$ cat src/rtl/avalon_fp_mult_mc_if.sv
// Avalon-MM slave bus bundle for the multi-channel fp multiplier.
// The address carries {channel, reg[2:0]}.
interface avalon_fp_mult_mc_if #(
    parameter int unsigned CH_W = 2
);
    logic [CH_W+2:0] avs_s1_address;
    logic            avs_s1_read;
    logic            avs_s1_write;
    logic [31:0]     avs_s1_writedata;
    logic [31:0]     avs_s1_readdata;
    logic            avs_s1_waitrequest;

    modport master (
        output avs_s1_address,
        output avs_s1_read,
        output avs_s1_write,
        output avs_s1_writedata,
        input  avs_s1_readdata,
        input  avs_s1_waitrequest
    );

    modport slave (
        input  avs_s1_address,
        input  avs_s1_read,
        input  avs_s1_write,
        input  avs_s1_writedata,
        output avs_s1_readdata,
        output avs_s1_waitrequest
    );
endinterface

$ cat src/rtl/avalon_fp_mult_mc.sv
// Multi-channel Avalon-MM single-precision multiplier.
// NUM_CH channels share one fully pipelined multiplier; a {valid, ch} tag pipeline
// runs alongside it so each result lands in the channel that issued it.
// Denormal inputs are treated as zero and results too small to be normal flush to zero.
module avalon_fp_mult_mc #(
    parameter int unsigned NUM_CH  = 4,
    parameter int unsigned LATENCY = 11
) (
    input  logic               clk,
    input  logic               reset,
    avalon_fp_mult_mc_if.slave s1,
    output logic               ins_irq
);
    localparam int unsigned CH_W = (NUM_CH > 1) ? $clog2(NUM_CH) : 1;

    localparam logic [2:0] StNone = 3'd0;
    localparam logic [2:0] StOvf  = 3'd1;
    localparam logic [2:0] StUdf  = 3'd2;
    localparam logic [2:0] StZero = 3'd3;
    localparam logic [2:0] StNan  = 3'd4;

    // Channel register file
    logic [31:0]       op1_q    [NUM_CH];
    logic [31:0]       op2_q    [NUM_CH];
    logic [31:0]       result_q [NUM_CH];
    logic [2:0]        status_q [NUM_CH];
    logic [NUM_CH-1:0] done_q;
    logic [NUM_CH-1:0] pend_q;
    logic [NUM_CH-1:0] irq_en_q;
    logic              irq_q;

    // Issue register feeding the multiplier
    logic              iss_vld_q;
    logic [CH_W-1:0]   iss_ch_q;
    logic [31:0]       iss_a_q;
    logic [31:0]       iss_b_q;

    // Tag and datapath pipelines
    logic              tag_vld_q [LATENCY];
    logic [CH_W-1:0]   tag_ch_q  [LATENCY];
    logic [31:0]       fp_res_q  [LATENCY];
    logic [2:0]        fp_st_q   [LATENCY];

    // Bus decode
    logic [CH_W-1:0] acc_ch;
    logic [2:0]      acc_reg;
    logic            ch_ok;
    logic            pend_sel;
    logic            rd_res;
    logic            wr_iss;
    logic            stall;
    logic            acc_rd;
    logic            acc_wr;
    logic [31:0]     rdata;

    assign acc_ch   = s1.avs_s1_address[CH_W+2:3];
    assign acc_reg  = s1.avs_s1_address[2:0];
    assign ch_ok    = 32'(acc_ch) < NUM_CH;
    assign pend_sel = ch_ok && pend_q[acc_ch];
    assign rd_res   = s1.avs_s1_read && ch_ok && (acc_reg == 3'd3);
    assign wr_iss   = s1.avs_s1_write && ch_ok && (acc_reg == 3'd2) && s1.avs_s1_writedata[0];
    assign stall    = reset && pend_sel && (rd_res || wr_iss);
    assign acc_rd   = reset && s1.avs_s1_read && ch_ok && !stall;
    assign acc_wr   = reset && s1.avs_s1_write && ch_ok && !stall;

    assign s1.avs_s1_waitrequest = stall;
    assign s1.avs_s1_readdata    = rdata;
    assign ins_irq               = irq_q;

    // Zero-wait read mux; unused registers and absent channels read as zero
    always_comb begin
        rdata = '0;
        if (reset && s1.avs_s1_read && ch_ok) begin
            case (acc_reg)
                3'd0:    rdata = op1_q[acc_ch];
                3'd1:    rdata = op2_q[acc_ch];
                3'd2:    rdata = {29'd0, irq_en_q[acc_ch], done_q[acc_ch], pend_q[acc_ch]};
                3'd3:    rdata = result_q[acc_ch];
                3'd4:    rdata = {29'd0, status_q[acc_ch]};
                default: rdata = '0;
            endcase
        end
    end

    // Multiplier datapath front end: classify, multiply significands, round to nearest even
    logic              a_nan, b_nan, a_inf, b_inf, a_zero, b_zero, p_sign;
    logic [47:0]       prod;
    logic signed [9:0] exp_s;
    logic signed [9:0] exp_n;
    logic signed [9:0] exp_f;
    logic [23:0]       mant;
    logic              guard, sticky, round_up;
    logic [24:0]       mant_r;
    logic [22:0]       frac;
    logic              f_nan, f_ovf, f_udf, f_zero;
    logic [31:0]       mul_res;
    logic [2:0]        mul_st;

    always_comb begin
        a_nan  = (iss_a_q[30:23] == 8'hFF) && (iss_a_q[22:0] != 23'd0);
        b_nan  = (iss_b_q[30:23] == 8'hFF) && (iss_b_q[22:0] != 23'd0);
        a_inf  = (iss_a_q[30:23] == 8'hFF) && (iss_a_q[22:0] == 23'd0);
        b_inf  = (iss_b_q[30:23] == 8'hFF) && (iss_b_q[22:0] == 23'd0);
        a_zero = (iss_a_q[30:23] == 8'h00);
        b_zero = (iss_b_q[30:23] == 8'h00);
        p_sign = iss_a_q[31] ^ iss_b_q[31];

        prod  = {1'b1, iss_a_q[22:0]} * {1'b1, iss_b_q[22:0]};
        exp_s = $signed({2'b00, iss_a_q[30:23]}) + $signed({2'b00, iss_b_q[30:23]})
              - 10'sd127;
        if (prod[47]) begin
            mant   = prod[47:24];
            guard  = prod[23];
            sticky = |prod[22:0];
            exp_n  = exp_s + 10'sd1;
        end else begin
            mant   = prod[46:23];
            guard  = prod[22];
            sticky = |prod[21:0];
            exp_n  = exp_s;
        end
        round_up = guard && (sticky || mant[0]);
        mant_r   = {1'b0, mant} + {24'd0, round_up};
        // A rounding carry out of the significand bumps the exponent
        if (mant_r[24]) begin
            exp_f = exp_n + 10'sd1;
            frac  = mant_r[23:1];
        end else begin
            exp_f = exp_n;
            frac  = mant_r[22:0];
        end

        f_nan   = 1'b0;
        f_ovf   = 1'b0;
        f_udf   = 1'b0;
        f_zero  = 1'b0;
        mul_res = '0;
        if (a_nan || b_nan || (a_inf && b_zero) || (b_inf && a_zero)) begin
            f_nan   = 1'b1;
            mul_res = 32'h7FC0_0000;
        end else if (a_inf || b_inf) begin
            f_ovf   = 1'b1;
            mul_res = {p_sign, 8'hFF, 23'd0};
        end else if (a_zero || b_zero) begin
            f_zero  = 1'b1;
            mul_res = {p_sign, 31'd0};
        end else if (exp_f >= 10'sd255) begin
            f_ovf   = 1'b1;
            mul_res = {p_sign, 8'hFF, 23'd0};
        end else if (exp_f <= 10'sd0) begin
            f_udf   = 1'b1;
            f_zero  = 1'b1;
            mul_res = {p_sign, 31'd0};
        end else begin
            mul_res = {p_sign, exp_f[7:0], frac};
        end

        if (f_nan) begin
            mul_st = StNan;
        end else if (f_ovf) begin
            mul_st = StOvf;
        end else if (f_udf) begin
            mul_st = StUdf;
        end else if (f_zero) begin
            mul_st = StZero;
        end else begin
            mul_st = StNone;
        end
    end

    // Multiplier pipeline: enable is permanently on, so data simply shifts every cycle
    always_ff @(posedge clk) begin
        fp_res_q[0] <= mul_res;
        fp_st_q[0]  <= mul_st;
        for (int i = 1; i < int'(LATENCY); i++) begin
            fp_res_q[i] <= fp_res_q[i-1];
            fp_st_q[i]  <= fp_st_q[i-1];
        end
    end

    // Tag pipeline: tracks which channel owns each in-flight multiply
    always_ff @(posedge clk) begin
        if (!reset) begin
            for (int i = 0; i < int'(LATENCY); i++) begin
                tag_vld_q[i] <= 1'b0;
                tag_ch_q[i]  <= '0;
            end
        end else begin
            tag_vld_q[0] <= iss_vld_q;
            tag_ch_q[0]  <= iss_ch_q;
            for (int i = 1; i < int'(LATENCY); i++) begin
                tag_vld_q[i] <= tag_vld_q[i-1];
                tag_ch_q[i]  <= tag_ch_q[i-1];
            end
        end
    end

    // Register file, issue and completion; completion is applied last so it wins
    always_ff @(posedge clk) begin
        if (!reset) begin
            for (int c = 0; c < int'(NUM_CH); c++) begin
                op1_q[c]    <= '0;
                op2_q[c]    <= '0;
                result_q[c] <= '0;
                status_q[c] <= '0;
            end
            done_q    <= '0;
            pend_q    <= '0;
            irq_en_q  <= '0;
            iss_vld_q <= 1'b0;
            iss_ch_q  <= '0;
            iss_a_q   <= '0;
            iss_b_q   <= '0;
        end else begin
            iss_vld_q <= 1'b0;
            if (acc_wr) begin
                case (acc_reg)
                    3'd0: op1_q[acc_ch] <= s1.avs_s1_writedata;
                    3'd1: op2_q[acc_ch] <= s1.avs_s1_writedata;
                    3'd2: begin
                        irq_en_q[acc_ch] <= s1.avs_s1_writedata[1];
                        if (s1.avs_s1_writedata[0]) begin
                            pend_q[acc_ch] <= 1'b1;
                            done_q[acc_ch] <= 1'b0;
                            iss_vld_q      <= 1'b1;
                            iss_ch_q       <= acc_ch;
                            iss_a_q        <= op1_q[acc_ch];
                            iss_b_q        <= op2_q[acc_ch];
                        end
                    end
                    default: ;
                endcase
            end
            if (acc_rd && (acc_reg == 3'd3)) begin
                done_q[acc_ch] <= 1'b0;
            end
            if (tag_vld_q[LATENCY-1]) begin
                result_q[tag_ch_q[LATENCY-1]] <= fp_res_q[LATENCY-1];
                status_q[tag_ch_q[LATENCY-1]] <= fp_st_q[LATENCY-1];
                done_q[tag_ch_q[LATENCY-1]]   <= 1'b1;
                pend_q[tag_ch_q[LATENCY-1]]   <= 1'b0;
            end
        end
    end

    // Level interrupt, one cycle behind the done flags
    always_ff @(posedge clk) begin
        if (!reset) begin
            irq_q <= 1'b0;
        end else begin
            irq_q <= |(done_q & irq_en_q);
        end
    end
endmodule

$ cat src/flat_wrapper.sv
// flat-port wrapper written by rule: the top's interface ports become plain ports
module avalon_fp_mult_mc_flat 
#(
    parameter int unsigned NUM_CH  = 4,
    parameter int unsigned LATENCY = 11
)
  (clk, reset, ins_irq, s1_avs_s1_address, s1_avs_s1_read, s1_avs_s1_write, s1_avs_s1_writedata, s1_avs_s1_readdata, s1_avs_s1_waitrequest);
  avalon_fp_mult_mc_if #(.CH_W((2))) s1_i ();
  input  logic clk;
  input  logic reset;
  output logic ins_irq;
  input wire logic [$bits(s1_i.avs_s1_address)-1:0] s1_avs_s1_address;
  input wire logic [$bits(s1_i.avs_s1_read)-1:0] s1_avs_s1_read;
  input wire logic [$bits(s1_i.avs_s1_write)-1:0] s1_avs_s1_write;
  input wire logic [$bits(s1_i.avs_s1_writedata)-1:0] s1_avs_s1_writedata;
  output wire logic [$bits(s1_i.avs_s1_readdata)-1:0] s1_avs_s1_readdata;
  output wire logic [$bits(s1_i.avs_s1_waitrequest)-1:0] s1_avs_s1_waitrequest;
  assign s1_i.avs_s1_address = s1_avs_s1_address;
  assign s1_i.avs_s1_read = s1_avs_s1_read;
  assign s1_i.avs_s1_write = s1_avs_s1_write;
  assign s1_i.avs_s1_writedata = s1_avs_s1_writedata;
  assign s1_avs_s1_readdata = s1_i.avs_s1_readdata;
  assign s1_avs_s1_waitrequest = s1_i.avs_s1_waitrequest;
  avalon_fp_mult_mc #(.NUM_CH(NUM_CH), .LATENCY(LATENCY)) u_core (.clk(clk), .reset(reset), .s1(s1_i), .ins_irq(ins_irq));
endmodule
$ cat config.mk
export PLATFORM = sky130hd
export DESIGN_NAME = avalon_fp_mult_mc_flat
export DESIGN_NICKNAME = d
export VERILOG_FILES = /design/src/rtl/avalon_fp_mult_mc_if.sv /design/src/rtl/avalon_fp_mult_mc.sv /design/src/flat_wrapper.sv
export SDC_FILE = /design/constraint.sdc
export NUM_CORES = 2
export LEC_CHECK = 0
export BUFFER_PORTS_ARGS = -buffer_cell sky130_fd_sc_hd__buf_2
export CAP_MARGIN = 0
export CORE_ASPECT_RATIO = 0.7
export CORE_MARGIN = 10
export CORE_UTILIZATION = 48
export CTS_BUF_LIST = sky130_fd_sc_hd__clkbuf_4 sky130_fd_sc_hd__clkbuf_8
export CTS_CLUSTER_SIZE = 25
export DETAILED_ROUTE_END_ITERATION = 8
export PLACE_DENSITY = 0.72
export SLEW_MARGIN = 10
export SYNTH_ARGS = -nofsm -noshare
export SYNTH_HDL_FRONTEND = slang
export SYNTH_SLANG_ARGS = --single-unit
$ cat constraint.sdc
create_clock -name clk -period 9.56 [get_ports clk]
set_input_delay 0.478 -clock clk [delete_from_list [all_inputs] [get_ports clk]]
set_output_delay 0.478 -clock clk [all_outputs]
set_load 0.05 [all_outputs]
After elaboration in Yosys (flattened, before gate mapping)
Memories as Yosys holds them, arrays and structs flattened.
Cells that the tools add are included.
{"block": "word_totals", "ff_bits": 80, "mem_bits_rw": 814, "inputBits": 41, "output_inout_bits": 34, "n_memories": 8}
{"block": "classes", "addsub": 5, "n_mul": 1, "order_cmp": 6, "n_eq_ne": 6, "n_mux": 101, "n_bitwise": 31, "reduce_logical": 44}
{"memory": "u_core.fp_res_q", "words": 11, "width": 32, "rd": 11, "rd_clocked_by_memory_dff": 0, "wr": 11, "line": "avalon_fp_mult_mc.sv:41", "rtl": "logic [31:0] fp_res_q [LATENCY];"}
{"memory": "u_core.op1_q", "words": 4, "width": 32, "rd": 1, "rd_clocked_by_memory_dff": 0, "wr": 4, "line": "avalon_fp_mult_mc.sv:23", "rtl": "logic [31:0] op1_q [NUM_CH];"}
{"memory": "u_core.op2_q", "words": 4, "width": 32, "rd": 1, "rd_clocked_by_memory_dff": 0, "wr": 4, "line": "avalon_fp_mult_mc.sv:24", "rtl": "logic [31:0] op2_q [NUM_CH];"}
{"memory": "u_core.result_q", "words": 4, "width": 32, "rd": 1, "rd_clocked_by_memory_dff": 0, "wr": 4, "line": "avalon_fp_mult_mc.sv:25", "rtl": "logic [31:0] result_q [NUM_CH];"}
{"memory": "u_core.fp_st_q", "words": 11, "width": 3, "rd": 11, "rd_clocked_by_memory_dff": 0, "wr": 11, "line": "avalon_fp_mult_mc.sv:42", "rtl": "logic [2:0] fp_st_q [LATENCY];"}
{"memory": "u_core.tag_ch_q", "words": 11, "width": 2, "rd": 11, "rd_clocked_by_memory_dff": 0, "wr": 11, "line": "avalon_fp_mult_mc.sv:40", "rtl": "logic [CH_W-1:0] tag_ch_q [LATENCY];"}
{"memory": "2 more memories"}
{"operator": "$mux W32", "n": 5}
{"operator": "$pmux W32 S5", "n": 1}
{"operator": "$mux W31", "n": 4}
{"operator": "$reduce_or A32 Y1", "n": 3}
{"operator": "$mux W1", "n": 49}
{"operator": "$mul A24 B24 Y48", "n": 1}
{"operator": "$mux W4", "n": 12}
{"operator": "$logic_not A23 Y1", "n": 2}
{"operator": "$reduce_bool A23 Y1", "n": 2}
{"operator": "$mux W2", "n": 16}
{"operator": "$add A24 B1 Y25", "n": 1}
{"operator": "$mux W24", "n": 1}
{"operator": "$mux W23", "n": 1}
{"operator": "$reduce_or A23 Y1", "n": 1}
{"operator": "$or A1 B1 Y1", "n": 22}
{"operator": "$reduce_or A22 Y1", "n": 1}
{"operator": "$add A10 B2 Y10 const B", "n": 2}
{"operator": "$mux W10", "n": 2}
{"operator": "$logic_and A1 B1 Y1", "n": 19}
{"operator": "$and A4 B4 Y4", "n": 4}
{"operator": "$eq A8 B8 Y1 const B", "n": 2}
{"operator": "$logic_not A8 Y1", "n": 2}
{"operator": "$mux W3", "n": 4}
{"operator": "$ge A10 B9 Y1 const B", "n": 1}
{"operator": "21 further kinds", "n": 36}

Depth between registers and ports, before layout
{"block": "depth", "depth_word": 17, "mapped_depth": 42, "depth_no_buf": 34}

Least setup slack after synthesis
OpenSTA, ideal clock, no wires.
{"block": "synth_path", "kind": "reg2reg", "startpoint": "register u_core.iss_b_q[3], read port of u_core.op2_q", "endpoint": "memory u_core.fp_res_q[0][16]", "setup_ns": 0.078, "t_arrival_ns": 10.261, "required_time_ns": 9.482, "setup_slack_ns": -0.779, "path_stages_with_launch": 42, "path_buffers": 8, "synth_period_minus_slack_ns": 10.339, "path_cell_list": "dfxtp_1 clkbuf_1 clkbuf_1 nand2_1 fa_1 inv_1 fa_1 inv_1 fa_1 inv_1 fa_1 inv_1 fa_1 inv_1 fa_1 inv_1 fa_1 inv_1 [... 6 more ...] nor4_4 or3_1 clkbuf_1 clkbuf_1 clkbuf_1 nand2_1 o21ai_0 ha_1 nand3_2 or4_1 or3_1 buf_2 or4_4 or4_4 a21oi_4 nand4_4 buf_6 nor3_1"}
{"element": "start, declared", "line": "avalon_fp_mult_mc.sv:36", "rtl": "logic [31:0] iss_b_q;"}
{"element": "end, declared", "line": "avalon_fp_mult_mc.sv:41"}

==> metrics <==
# fillers a little under 9,000; RSZ-0062 raised after global routing yes; Worst VDD drop around 0.00009 V; detailed placer's ending HPWL 104,000 µm; max-slew violation total from the final report 0; proportion of synthesized flip-flops having asynchronous set or reset 0%; area of the die approximately 120,000 µm²; worst-case clock skew ~55 ps; net load switching power 1.78 mW; final hold violation count 0; FMAX 0.106 GHz; via count of the first global-routing pass approximately 36,000; final critical-path setup slack ~150 ps; number of distinct library cells after synthesis 97; area occupied by registers roughly 22,000 µm²; Chip Height a little under 300 µm; wire length per cell after detailed routing 21.7 µm; proportion of power drawn by the clock network between 40 and 50%; Sequential Power Share ~53%; number of antenna violations at the first check in global routing 7; sequential element share of the synthesized area between 40% and 50%; total global routing track utilization 23.1%; syn_nets roughly 5,500; number of enable flip-flop cells after synthesis a little under 400; library cell contributing the largest single delay on the critical path fa_1; Finished Layout Cells roughly 6,500; power per standard cell area ~130 nW/µm²; pin count of the biggest net entering global routing 89; die width just over 400 µm; CP top delay family adder cells; final setup TNS 0 ps; max-capacitance violation count 0; Slew @ Worst Pin around 1200 ps; Rel. slew slack roughly a fifth; Std-Cell Core Area 107,000 µm²; Critical Path Source Type flop; status finished clean; ANT nets after route 0; worst path buffer plus inverter count 8; critical path type flop to flop; combinational power share under 10%; most instantiated flip-flop cell in the synthesis netlist dfxtp_1; share of the synthesized area in the top cell type 23.0%; IO buf count 74; number of warnings printed during yosys synthesis 0; type of destination of the critical path flop; DRC violations left 0; synthesis-to-layout area growth 14.6%; H-tree depth reported by CTS 4; CTS tree done; DR vias/cell 5.52; Place WS -110 ps; post-synth design cell area slightly above 50,000 µm²; most area-hungry cell type in the Yosys netlist edfxtp_1; layout cells sized above 1 19.2%; Req. time, crit path slightly above 10,000 ps; total number of clock tree sinks a little under 900; Clock Path Buffers 3; area of combinational cells with multiple inputs ~27,000 µm²; number of placed instances with taps included about 6,300; Worst EP arrival just over 10,000 ps; portion of the clock cycle consumed by the worst path in the final layout a little over nine tenths; peak fanout along the critical path 8; Num CTS Buffers 130; Final Wtd Congestion 0.942; number of nets in the layout roughly 5,700; Synth Area per Inst ~11 µm²; number of core rows 100; DRC violation total after the first TritonRoute iteration ~4,300; internal power ~6 mW; WL final between 100,000 and 150,000 µm; Final Critical Period roughly 9400 ps; Worst Hold Class primary input to flop; initial core utilization between 40% and 50%; Area contributors post-synth edfxtp_1 23%, dfxtp_1 19%, fa_1 19%, inv_1 4.9%, mux4_2 4.6%; Worst-path clk slew 70 ps; Seq cells post-synth between 800 and 900; global route overflow 0; wire length of the first global-routing pass between 200,000 and 250,000 µm; detailed-router iteration count before antenna repair 8; delay of the slowest cell on the worst path roughly 610 ps; leakage power total approximately 25 nW; switching share of total power 22.9%; Mapped Cells 4,761; clock insertion delay at the later pin of the skew report 800 ps; most frequent CP cell fa_1; cell at the root of the clock tree clkbuf_8; via count of the routed design roughly 36,000; Setup violations, final 0; number of I/O pins between 70 and 80
-- flip-flops by register name, summed over array words and instances, names as in the netlist --
signal and count:
u_core.fp_st_q 33, u_core.iss_a_q 32, u_core.op1_q 128, u_core.pend_q 4, u_core.ins_irq 1, u_core.iss_ch_q 2
u_core.fp_res_q 352, u_core.irq_en_q 4, u_core.tag_ch_q 22, u_core.status_q 12, u_core.iss_b_q 32, u_core.iss_vld_q 1
u_core.op2_q 128, u_core.done_q 4, u_core.result_q 128, u_core.tag_vld_q 11
-- path summary, 6_finish.rpt --
kind                                 from                     end  slack, ps  cells after the start
setup / recovery       u_core.iss_b_q[12]  u_core.fp_res_q[0][18]        150                     33
hold / removal    s1_avs_s1_writedata[30]     u_core.op1_q[3][30]         60                      3
setup reg to reg       u_core.iss_b_q[12]  u_core.fp_res_q[0][18]        150                     33
hold reg to reg      u_core.fp_st_q[2][1]    u_core.fp_st_q[3][1]        310                      0
-- layout make-up --
class | count | share of cell area (%)
clock buffer | 191 | 3.92
timing repair buffer | 381 | 5.35
multi-input combinational | 2929 | 45.4
antenna | 1 | 0.00423
inverter | 676 | 4.31
tap | 1428 | 3.02
clock inverter | 44 | 0.847
sequential | 894 | 37.1
-- routing by layer --
layer / vias up / track usage [%] / routed length [µm]
met1: 17900 / 34.4 / 61700
li1: 16000 / - / -
met5: - / 0 / 13
met3: 231 / 7.17 / 18600
met2: 1994 / 32.1 / 58500
met4: 2 / 6.26 / 3320
-- stage by stage --
stage	area, µm²	hold slack [ps]	util (%)	power (mW)
3_3_place_gp	55100	309	51.7	4.57
5_1_grt	59200	24.0	55.6	8.02
4_1_cts	58100	0.999	54.5	7.82
6_report	59200	62.0	55.6	7.79
2_1_floorplan	51900	310	-	4.41
3_5_place_dp	55100	312	51.7	4.57
-- synth_stat cells, drive strengths merged, types with 15 or more instances --
master,instances
a211oi,16
a21boi,73
a21o,18
a21oi,93
a22oi,34
and2,299
and3,108
and4,15
buf,24
clkbuf,238
dfxtp,498
edfxtp,396
fa,483
ha,185
inv,672
mux2,35
mux4,105
nand2,604
nand3,46
nand4,28
nor2,351
nor3,50
nor4,36
o21ai,56
xnor2,51
xor2,29
-- worst reg2reg max path: cells and delay by family (launching register included) --
kind            cells  cell delay (ps)
buf+inv             8              940
flops               1              480
fa+ha+maj           9             3910
simple gates       12             3220
compound gates      4              760
-- cells by family (layout without fill, tap and decap cells) --
group,Yosys count,in the layout,synth area share (%)
simple gates,1618,1618,15.1
flops,894,894,42.3
xor+xnor,81,81,1.40
mux,154,154,5.61
buf+inv,938,1292,6.91
compound gates,408,408,5.49
other cells,0,1,0
fa+ha+maj,668,668,23.2
-- cells in the final DEF (no fill, tap or decap), types with 35 or more instances in the layout --
master	instances
a21boi_0	72
a21oi_1	76
and2_1	290
and3_1	106
buf_2	71
buf_4	244
clkbuf_4	49
clkbuf_8	142
dfxtp_1	457
edfxtp_1	396
fa_1	457
ha_1	166
inv_1	650
mux2_2	35
mux4_2	105
nand2_1	593
nand3_1	44
nor2_1	343
nor3_1	35
nor4_1	35
o21ai_0	48
xnor2_1	51
-- power groups by stage --
stage                     sequential [mW]  combinational, mW  clock, mW
after detailed placement             4.18              0.395          0
after global placement               4.17              0.394          0
after global routing                 4.10              0.432       3.49
after floorplan                      4.17              0.241          0
after CTS                            4.10              0.399       3.32
final                                4.09              0.413       3.28
-- what timing repair did --
item,CTS,global route
setup endpoints to repair,30,33
hold buffers,4,0
pin swaps,1,62
hold endpoints to repair,10,0
resized for setup,31,227
gates cloned,1,3
setup buffers,5,33
No activity file was read; power rests on OpenSTA's default activity.
